`config.mk`:
```
export PLATFORM = sky130hd
export DESIGN_NAME = mem_port_arbiter
export DESIGN_NICKNAME = d
export VERILOG_FILES = /design/src/rtl/mem_port_arbiter.sv
export SDC_FILE = /design/constraint.sdc
export NUM_CORES = 1
export LEC_CHECK = 0
export ABC_AREA = 0
export CORE_MARGIN = 4
export CORE_UTILIZATION = 40
export CTS_BUF_LIST = sky130_fd_sc_hd__clkbuf_4 sky130_fd_sc_hd__clkbuf_8
export DETAILED_ROUTE_END_ITERATION = 7
export PLACE_DENSITY = 0.83
export SETUP_SLACK_MARGIN = 0.5
export SLEW_MARGIN = 0
export SYNTH_ARGS = -nofsm -noshare
export SYNTH_HDL_FRONTEND = slang
export SYNTH_SLANG_ARGS = --single-unit
export TNS_END_PERCENT = 10
```
`constraint.sdc`:
```
create_clock -name clk -period 1.8 [get_ports clk]
set_input_delay 0.27 -clock clk [delete_from_list [all_inputs] [get_ports clk]]
set_output_delay 0.27 -clock clk [all_outputs]
set_load 0.05 [all_outputs]
```
`src/rtl/mem_port_arbiter.sv`:
```
// Round-robin arbiter sharing one fixed-latency memory port between requesters.
// Optional ARB_LOCK_EN adds a per-requester lock for atomic read-modify-write.
module mem_port_arbiter #(
  parameter int NUM_REQ     = 2,
  parameter int ADDR_W      = 32,
  parameter int MEM_LATENCY = 2
) (
  input  logic                      clk,
  input  logic                      reset,
  input  logic [NUM_REQ-1:0]        req,
  input  logic [NUM_REQ-1:0]        we,
  input  logic [NUM_REQ*ADDR_W-1:0] addr,
  input  logic [NUM_REQ*32-1:0]     wdata,
  input  logic [NUM_REQ*4-1:0]      wmask,
`ifdef ARB_LOCK_EN
  input  logic [NUM_REQ-1:0]        lock,
`endif
  output logic [NUM_REQ-1:0]        gnt,
  output logic [NUM_REQ-1:0]        rvalid,
  output logic [31:0]               rdata,
  output logic                      mem_en,
  output logic                      mem_we,
  output logic [ADDR_W-1:0]         mem_addr,
  output logic [31:0]               mem_wdata,
  output logic [3:0]                mem_wmask,
  input  logic [31:0]               mem_rdata
);

  localparam int IW = (NUM_REQ > 1) ? $clog2(NUM_REQ) : 1;
  localparam int CW = (MEM_LATENCY > 1) ? $clog2(MEM_LATENCY) : 1;
  localparam logic [CW-1:0] LAST = CW'(MEM_LATENCY - 1);

  if (MEM_LATENCY < 1) begin : g_bad_lat
    $error("mem_port_arbiter: MEM_LATENCY must be >= 1");
  end
  if (NUM_REQ < 2 || NUM_REQ > 8) begin : g_bad_num
    $error("mem_port_arbiter: NUM_REQ must be 2..8");
  end

  typedef enum logic [1:0] {
    IDLE    = 2'd0,
    ACCESS  = 2'd1,
    RESPOND = 2'd2
  } state_e;

  state_e            state_q, state_d;
  logic [CW-1:0]     cnt_q, cnt_d;
  logic [IW-1:0]     rr_ptr_q, rr_ptr_d;
  logic [IW-1:0]     owner_q;
  logic              we_q;
  logic [ADDR_W-1:0] addr_q;
  logic [31:0]       wdata_q;
  logic [3:0]        wmask_q;
  logic [31:0]       rdata_q;

  logic              found;
  logic [IW-1:0]     win;
  logic [IW-1:0]     cand;
  logic              take;
  logic              locked;

`ifdef ARB_LOCK_EN
  logic lock_q;
  assign locked = lock_q & lock[owner_q];
`else
  assign locked = 1'b0;
`endif

  // first requester at or after rr_ptr; a held lock pins the previous owner
  always_comb begin
    found = 1'b0;
    win   = '0;
    cand  = '0;
    for (int k = 0; k < NUM_REQ; k++) begin
      cand = IW'((int'(rr_ptr_q) + k) % NUM_REQ);
      if (!found && req[cand]) begin
        found = 1'b1;
        win   = cand;
      end
    end
    if (locked) begin
      found = req[owner_q];
      win   = owner_q;
    end
  end

  always_comb begin
    state_d  = state_q;
    cnt_d    = cnt_q;
    rr_ptr_d = rr_ptr_q;
    gnt      = '0;
    rvalid   = '0;
    mem_en   = 1'b0;
    take     = 1'b0;
    unique case (state_q)
      IDLE: begin
        if (found) begin
          gnt[win] = 1'b1;
          take     = 1'b1;
          cnt_d    = '0;
          state_d  = ACCESS;
          if (!locked)
            rr_ptr_d = (win == IW'(NUM_REQ - 1)) ? '0 : win + 1'b1;
        end
      end
      ACCESS: begin
        mem_en = 1'b1;
        if (cnt_q == LAST) begin
          cnt_d   = '0;
          state_d = RESPOND;
        end else begin
          cnt_d = cnt_q + 1'b1;
        end
      end
      RESPOND: begin
        rvalid[owner_q] = 1'b1;
        state_d         = IDLE;
      end
      default: state_d = IDLE;
    endcase
  end

  always_ff @(posedge clk or negedge reset) begin
    if (!reset) begin
      state_q  <= IDLE;
      cnt_q    <= '0;
      rr_ptr_q <= '0;
    end else begin
      state_q  <= state_d;
      cnt_q    <= cnt_d;
      rr_ptr_q <= rr_ptr_d;
    end
  end

  always_ff @(posedge clk or negedge reset) begin
    if (!reset) begin
      owner_q <= '0;
      we_q    <= 1'b0;
      addr_q  <= '0;
      wdata_q <= '0;
      wmask_q <= '0;
      rdata_q <= '0;
    end else begin
      if (take) begin
        owner_q <= win;
        we_q    <= we[win];
        addr_q  <= addr[int'(win)*ADDR_W +: ADDR_W];
        wdata_q <= wdata[int'(win)*32 +: 32];
        wmask_q <= wmask[int'(win)*4 +: 4];
      end
      if (state_q == ACCESS && cnt_q == LAST && !we_q)
        rdata_q <= mem_rdata;
    end
  end

`ifdef ARB_LOCK_EN
  always_ff @(posedge clk or negedge reset) begin
    if (!reset)
      lock_q <= 1'b0;
    else if (state_q == RESPOND)
      lock_q <= lock[owner_q];
    else if (take)
      lock_q <= 1'b0;
  end
`endif

  assign rdata     = rdata_q;
  assign mem_we    = mem_en & we_q;
  assign mem_addr  = addr_q;
  assign mem_wdata = wdata_q;
  assign mem_wmask = mem_we ? wmask_q : 4'h0;

endmodule

```
Word level (Yosys, flattened, before mapping)
Index checks and enable logic that the tools add are counted.

Magnitude comparators: 6. Bitwise logic cells: 1. Reduce and logical (&&, ||, !) cells: 12. Multipliers: 0. Eq/ne operators: 4. Shift-type cells: 3. Divide/modulo/power cells: 0. $add $sub $neg: 3. Mux-type cells: 28.

Operators by type and width (number): 64-bit by 7-bit indexed part select with 32-bit output (2); 1-bit 2-to-1 mux (18); 2-bit 2-to-1 mux (5); 1-bit by 2-bit less-than comparator with 1-bit output, second input constant (4); 8-bit by 4-bit indexed part select with 4-bit output (1); 2-bit AND reduction (3); 1-bit logical AND (5); 4-bit 2-to-1 mux (1); 2-bit inequality test, second input constant (2); 2-bit one-hot mux with 2 select lines (1); 1-bit adder, second input constant (3); 1-bit demux with 1-bit select (2); 2-bit by 1-bit == test with 1-bit output, second input constant (1); 2-bit == test, second input constant (1); 1-bit >= comparator, second input constant (2); 1-bit logical NOT (2); 2-bit logical NOT (1); 1-bit one-hot mux with 2 select lines (1); 2-bit nonzero test (1); 1-bit bitwise AND (1).

Input bits: 174. Bits in latches: 0. Word-level logic and storage cells: 66. Bits in read-only memories: 0. RAM bits: 0. Bits in registers: 106. Memories: 0. Output and inout port bits: 106.

Depth between registers and ports, before layout
Gate-level depths: netlist of the first run.

Word-level depth: 12. Gate-level depth with buffers: 6. Gate-level depth less buffers: 3.

Worst setup path after synthesis of the first run
OpenSTA, ideal clock, no wires.

Path type: register -> output. Start point: register state_q[0]. End point: output gnt[0]. Arrival time: 1.745 ns. Required time: 1.530 ns. Path slack: -0.215 ns. Path buffers: 1. Stages on the path, launching flop included: 5. Cell sequence: dfrtp_1 -> nor2_2 -> o21ai_1 -> clkbuf_1 -> a21oi_1.

Longest elaborated chain between the ends: 2.

RTL lines: from (decl) (line 46) `state_e state_q, state_d;`; from (signal assigned) (line 129) `state_q <= state_d;`; 2-bit logical NOT (line 95) `unique case (state_q)`; 2-bit 2-to-1 mux (line 95); to (decl) (line 18) `output logic [NUM_REQ-1:0] gnt,`.

Every way passes these cells.

Final worst setup path of the first run
Same ends and word-level chain as after synthesis.

==> summary.txt, run 1 <==
Detailed routing
  • Drt first pass iters: 5
  • Routed WL: 19500 um
  • Initial DRC Count: ~570
  • Final antenna-violating net count: 0
  • DRC viols: 0
  • Via density: approximately 6
  • Via count: 4940
  • DR WL/cell: 23.3 um

Setup path
  • Critical path's top delay family: buffers and inverters
  • Delay of the slowest cell on the worst path: 0.42 ns
  • WP data required: 1.53 ns
  • Crit path kind: reg2out
  • Critical Path Slowest Stage Cell: dfrtp_1
  • Most frequent CP cell: buf_12
  • Crit path max fanout: 4
  • CP Cell Sequence: buf_6 > nor2_4 > o21ai_4 > buf_12 > a21oi_4 > buf_12
  • CP arrival: 1.57 ns
  • Setup crit end kind: output port
  • Critical Path Start Type: flip-flop
  • Sum of buffers and inverters on the critical path: 3

Min path
  • Worst hold-check path type: in2reg

Synth
  • Synthesized instance count: between 300 and 400
  • Top cells by area, synth: dfrtp_1 54%, o2111a_1 8.9%, a221o_1 7.9%
  • Largest family of logic cells by synthesized area: compound AO/OA/AOI/OAI gates
  • EDFF count, synth: 0
  • Sequential share of the synthesized area: about 54%
  • Netlist Area Pre-Place: ~0.0049 mm^2
  • Yosys top cell by area: dfrtp_1
  • Syn Area/Cell: between 10 and 15 um^2
  • Synth Area in XOR/XNOR: 0%
  • Compound-Gate Fraction of Synth Area: 31.1%
  • Syn. warnings: 0
  • Register bit total from synthesis: 106
  • Mux cell area share after synthesis: 7.29%
  • Synth cell types: 33
  • Post-synthesis simple-gate area fraction: 2.86%
  • Top-count cell post-synth: dfrtp_1
  • Synth top area share: 53.7%
  • Main synth FF type: dfrtp_1
  • Syn_nets: between 500 and 600
  • Top cells by count, synth: 106 x dfrtp_1, 39 x a221o_1, 39 x o2111a_1
  • Synth Area in Adders: 0%
  • Asr flop ratio synth: 100%

Cells and area
  • Nets: 840
  • Layout cells sized above 1: a little over a third
  • Final Core Density: around 73%
  • Fin cells: ~840
  • Ant diodes: 0
  • Design area: 0.00877 mm^2
  • Area Growth Syn to Fin: 77.4%

STA
  • Worst Tran Pin Value: 0.679 ns
  • WHS: 0.320 ns
  • Post-route clock period utilization: 102%
  • Hold Vio Cnt, Final: 0
  • Fmax: 0.544 GHz
  • Final worst setup slack: -0.0367 ns
  • Worst slew margin: 54.7%
  • Unrepaired setup endpoints after global routing: true
  • Setup TNS: -0.0626 ns
  • Minimum clock period: 1.84 ns
  • Fin. max-slew vios: 0
  • # setup viols final: 6
  • Worst Skew: approximately 0.018 ns

Floorplanning
  • Die area: ~0.014 mm^2
  • Row cnt: 40
  • Io pins: 280
  • CORE AREA: 0.0121 mm^2
  • Die height: approximately 120 um
  • Die Wd: 119 um
  • Starting Density: 41.0%

Placement
  • DP Wirelength: approximately 13000 um
  • IO Port Bufs: 279
  • Post-DP Area: between 0.008 and 0.009 mm^2
  • GPL Wtd Cong: 0.826
  • DP Cell Count: 806

Pwr
  • PwrDens: 2090 mW/mm^2
  • Leakage: roughly 3.7 nW
  • Worst vdd ir: 0.000980 V

Clock network
  • H-Tree Depth: 3
  • TritonCTS sink count: 106
  • CTS Root Cell: clkbuf_8
  • CTS Buf Count: 9
  • Clock Tree Buf Depth: 2
  • Clock transition at path regs: 0.11 ns
  • CTS tree: done
  • Worst-Skew Late Latency: about 0.4 ns

Job
  • Max-cap violation count: 0

Status
  • Failing checks: setup timing
  • Outcome: finished with violations

Global routing
  • Initial antenna violation count: 0
  • GRT Resource Usage Total: 25.5%
  • GRT Residual Overflow: 0
  • Vias in the first global route: 5132
  • First-pass GRT wire length: 29000 um
  • Largest net degree at the start of global routing: 61
## repair_timing
action                                  in CTS  in global routing
hold buffers                                 1                  0
hold endpoints to repair                    19                  0
gates resized for setup                    436                108
endpoints found under the setup margin     180                172
setup buffers                                8                  6
pin swaps                                    5                 44
gates cloned                                 0                  2
## final timing paths
kind | cells past startpoint | end | slack, ns | start
min reg2reg | 1 | rdata[19]$_DFFE_PN0P_ | 0.52 | rdata[19]$_DFFE_PN0P_
max reg2reg | 6 | rdata[6]$_DFFE_PN0P_ | 0.04 | state_q[1]$_DFFE_PN0P_
max | 6 | gnt[0] | -0.04 | state_q[0]$_DFFE_PN0P_
min | 3 | wmask_q[1]$_DFFE_PN0P_ | 0.32 | req[0]
max in group asynchronous | 3 | mem_addr[17]$_DFFE_PN0P_ | 0.86 | reset
min in group asynchronous | 2 | mem_addr[1]$_DFFE_PN0P_ | 0.35 | reset
## metal layers
metal | vias up | global-route usage, % | part of all wire (%)
met5 | - | 0 | 0
li1 | 2143 | - | -
met1 | 2507 | 31.3 | 38
met3 | 20 | 6.60 | 7.4
met2 | 270 | 45.0 | 53
met4 | 0 | 5.65 | 1.5
## where the power goes
part | switching (mW) | internal (mW) | leakage, nW
clock | 0.903 | 0.671 | 0.106
combinational | 7.13 | 5.14 | 2.32
sequential | 0.920 | 3.59 | 1.26
## layout by cell type (no fill, tap or decap), types with 2 or more instances in the layout
cell type	Yosys	final
a2bb2oi_2	0	27
dfrtp_1	106	105
clkdlybuf4s50_1	0	171
nor2_4	0	2
clkbuf_16	0	2
buf_12	0	23
buf_4	1	85
mux2_4	0	32
inv_6	0	2
a221o_1	39	39
o21ai_0	32	31
o2111a_1	39	39
a311oi_1	29	29
clkbuf_8	0	9
and3_4	0	4
clkbuf_4	0	12
buf_6	4	26
clkinv_4	0	3
## metrics by stage
stage               worst slack, ns  total power [mW]
global route                 -0.100              19.1
global placement            -0.0331              15.1
finish                      -0.0367              18.4
floorplan                     0.288              11.4
detailed placement          -0.0982              15.4
CTS                         -0.0723              17.4
## registers in the layout (all words and copies together) (netlist names)
signal     count
mem_addr      32
mem_wdata     32
rdata         32
wmask_q        4
state_q        2
cnt_q          1
owner_q        1
rr_ptr_q       1
we_q           1
## cell type report
cell class                 count  area (um^2)
clock buffer                   9          124
inverter                       3         15.0
tap                          168          210
multi-input combinational    225         2420
timing repair buffer         321         3260
sequential                   106         2650
clock inverter                 7         85.1
fill                         781         3290
## cells by family after synthesis
logic type / count (synthesis)
flops: 106
compound gates: 174
simple gates: 19
buf+inv: 54
mux: 32
## worst register-to-register path: cells and delay by family, from the launching register on
| family | cells | cell delay (ns) |
|---|---|---|
| DFF | 1 | 0.45 |
| buffers and inverters | 3 | 0.48 |
| and+or+nand+nor | 2 | 0.39 |
| muxes | 1 | 0.33 |
Note: power is estimated with default switching activity, not from simulation.
==> run 2: changes to the inputs <==
--- a/config.mk
+++ b/config.mk
@@ -9,6 +9,7 @@
 export CORE_MARGIN = 4
 export CORE_UTILIZATION = 40
 export CTS_BUF_LIST = sky130_fd_sc_hd__clkbuf_4 sky130_fd_sc_hd__clkbuf_8
+export CTS_CLUSTER_SIZE = 12
 export DETAILED_ROUTE_END_ITERATION = 7
 export PLACE_DENSITY = 0.83
 export SETUP_SLACK_MARGIN = 0.5
==> results of run 2 <==
The final DEF is identical to that of run 1; final timing and power are the same.
==> RTL edit, RTL diff (config.mk and constraints of run 1) <==
The 3 states of `state_e` get a one-hot encoding in 3 bits.
--- a/src/rtl/mem_port_arbiter.sv
+++ b/src/rtl/mem_port_arbiter.sv
@@ -37,10 +37,10 @@
     $error("mem_port_arbiter: NUM_REQ must be 2..8");
   end
 
-  typedef enum logic [1:0] {
-    IDLE    = 2'd0,
-    ACCESS  = 2'd1,
-    RESPOND = 2'd2
+  typedef enum logic [2:0] {
+    IDLE    = 3'b001,
+    ACCESS  = 3'b010,
+    RESPOND = 3'b100
   } state_e;
 
   state_e            state_q, state_d;
Function: same outputs for any inputs over 4 cycles, from zero or initial values and one cycle with reset low; so few cycles prove little.
==> RTL edit against run 1 <==
The run still ends with negative setup slack left. Sequential share of layout area up 0.71 points. Area after synthesis down 3.3%. Sequential cell count up 1. Power down 5.4%. Worst setup slack worse by 0.15 ns. Cell area down 1.3%. Hold slack better by 0.073 ns. Wire length up 0.99%. Core utilization up 2.1 points. Critical endpoint is now gnt[1]. Highest routed layer unchanged.
==> RTL edit: results (changes against run 1) <==
Ys Warns: 0 (unchanged)
Vias per Instance: 5.76 (was 5.89)
Reg2Reg Depth: 6 (unchanged)
layout cells sized above 1: 0.391 (was 0.365)
initial DRC count: 413 (was 574)
largest fanout on the critical path: 3 (was 4)
Distinct cells, synth: 24 (was 33)
via count: 4887 (was 4940)
CP max stage cell: dfstp_2 (was dfrtp_1)
WL/cell: 23.3 µm (about the same)
Final setup viols: 65 (was 6)
critical path arrival: 1.72 ns (was 1.57 ns)
Mapped Nets: 589 (was 559)
clk_skew: 0.0152 ns (was 0.0183 ns)
RR Startpoint: state_q[0]$_DFFE_PN1P_ (was state_q[1]$_DFFE_PN0P_)
Slowest Stage Delay on Critical Path: 0.55 ns (was 0.42 ns)
clock-pin slew on the worst setup and hold paths: 0.10 ns
Max IR drop VDD: 994 µV (was 980 µV)
clock latency on the worst-skew pair: 0.37 ns (was 0.39 ns)
Worst Hold Class: input port to asynchronous set/reset pin (was input port to register)
status: complete, but fails checks (unchanged)
first-pass GRT wire length: 28000 µm (was 29000 µm)
post-placement cell count: 814 (was 806)
Cells after Synth: 415 (was 385)
Worst R2R End: mem_addr[13]$_DFFE_PN0P_ (was rdata[6]$_DFFE_PN0P_)
post-detail-place hpwl: 12600 µm (was 12900 µm)
CTS buffer count: 9 (unchanged)
sw frac: 0.494 (was 0.488)
Pleak: 3.87 nW (was 3.69 nW)
DP Worst Slack: -0.00603 ns (was -0.0982 ns)
synth cell count leaders: dfrtp_1 (106), nand2_1 (70), a221o_1 (69) (was dfrtp_1 (106), a221o_1 (39), o2111a_1 (39))
number of fill cells: 760 (was 781)
CP top delay family: simple AND/OR/NAND/NOR gates (was buffers and inverters)
number of flops mapped to enable cells by yosys: 0 (unchanged)
sequential-to-total area share from yosys stat: 0.561 (was 0.537)
Placed Area: 7870 µm² (was 8090 µm²)
Final nets: 874 (was 840)
TNS Setup: -1.51 ns (was -0.0626 ns)
number of global-route vias before repair: 4989 (was 5132)
dominant cells by area after synthesis: dfrtp_1 (56%), a221o_1 (14%), mux2_2 (7.5%), nor3_1 (7.1%), nand2_1 (5.5%) (was dfrtp_1 (54%), o2111a_1 (8.9%), a221o_1 (7.9%), mux2_2 (6.6%), a2bb2oi_1 (5.1%))
setup slack, reg-to-reg: -0.05 ns (was 0.04 ns)
Final WS setup: -0.190 ns (was -0.0367 ns)
largest net degree at the start of global routing: 72 (was 61)
placer's final routability congestion estimate: 0.830 (was 0.826)
clock root buffer: clkbuf_8 (unchanged)
headroom to the max-slew limit: 0.758 (was 0.547)
Global Route Usage Sum: 0.269 (was 0.255)
violated checks: negative setup slack (unchanged)
-- RTL edit: cell types whose count changed in the layout (fill, tap and decap cells not counted), sizes merged, moves of 3 or more --
cell,before,now
clkbuf,23,12
clkinv,3,0
a2bb2oi,29,0
nand2,0,70
nor3,1,69
bufinv,1,4
nor2b,0,3
a221o,39,69
o2111a,39,0
nor2,3,0
o21ai,33,2
buf,135,143
a311oi,29,0
-- RTL edit: kinds of logic after synthesis --
group / synth area share
AO/OA/AOI/OAI: 0.151
buffers and inverters: 0.0532
flip-flops: 0.561
multiplexers: 0.0754
AND/OR/NAND/NOR: 0.159
-- RTL edit: cell type report --
type / count / area share
Timing Repair Buffer: 318 / 0.359
Tap cell: 143 / 0.0207
Clock buffer: 9 / 0.0143
Inverter: 1 / 0.000434
Sequential cell: 107 / 0.310
Multi-Input combinational cell: 263 / 0.279
Clock inverter: 7 / 0.0168
-- RTL edit: worst register-to-register path: stages (launching register included) --
cell and delay (ns):
dfstp_2 0.55, or3b_4 0.40, buf_4 0.16, buf_12 0.15
buf_16 0.18, nor3_2 0.23, a221o_1 0.14
-- RTL edit: worst max path at each step --
| stage | start | to | slack, ns | depth (start not counted) |
|---|---|---|---|---|
| finish | state_q[0]$_DFFE_PN1P_ | gnt[1] | -0.19 | 3 |
| floorplan | state_q[0]$_DFFE_PN1P_ | gnt[1] | -0.16 | 4 |
| detailed placement | state_q[0]$_DFFE_PN1P_ | mem_wdata[23]$_DFFE_PN0P_ | -0.006 | 4 |
| global route | state_q[0]$_DFFE_PN1P_ | gnt[1] | -0.25 | 3 |
| global placement | state_q[0]$_DFFE_PN1P_ | gnt[1] | 0.05 | 3 |
| CTS | state_q[0]$_DFFE_PN1P_ | gnt[1] | -0.22 | 3 |
-- RTL edit: what timing repair did --
item / 4_1_cts / 5_1_grt
gates resized for setup: 436 / 38
buffers inserted: 5 / 5
endpoints found under the hold margin: 106 / 0
gates cloned: 2 / 5
hold buffers: 1 / 0
setup endpoints to repair: 182 / 154
pin swaps: 10 / 10
-- RTL edit: through the flow --
stage                      util  hold WS, ns
after CTS                 0.721        0.395
after detailed placement  0.680        0.268
after floorplan               -      -0.0256
after global routing      0.748        0.423
after global placement    0.680        0.266
final                     0.748        0.394
-- RTL edit: routing by layer --
layer,vias to the layer above,wire length (µm),track usage
li1,2116,-,-
met1,2419,7410,0.324
met2,309,9810,0.461
met3,43,1830,0.0668
met4,0,683,0.112
met5,-,0,0
-- RTL edit: power groups by stage --
stage	logic (W)	clock network (W)	registers, W
3_3_place_gp	0.00980	0	0.00431
6_report	0.0111	0.00194	0.00437
5_1_grt	0.0115	0.00204	0.00449
2_1_floorplan	0.00281	0	0.00796
3_5_place_dp	0.00997	0	0.00435
4_1_cts	0.0104	0.00195	0.00435
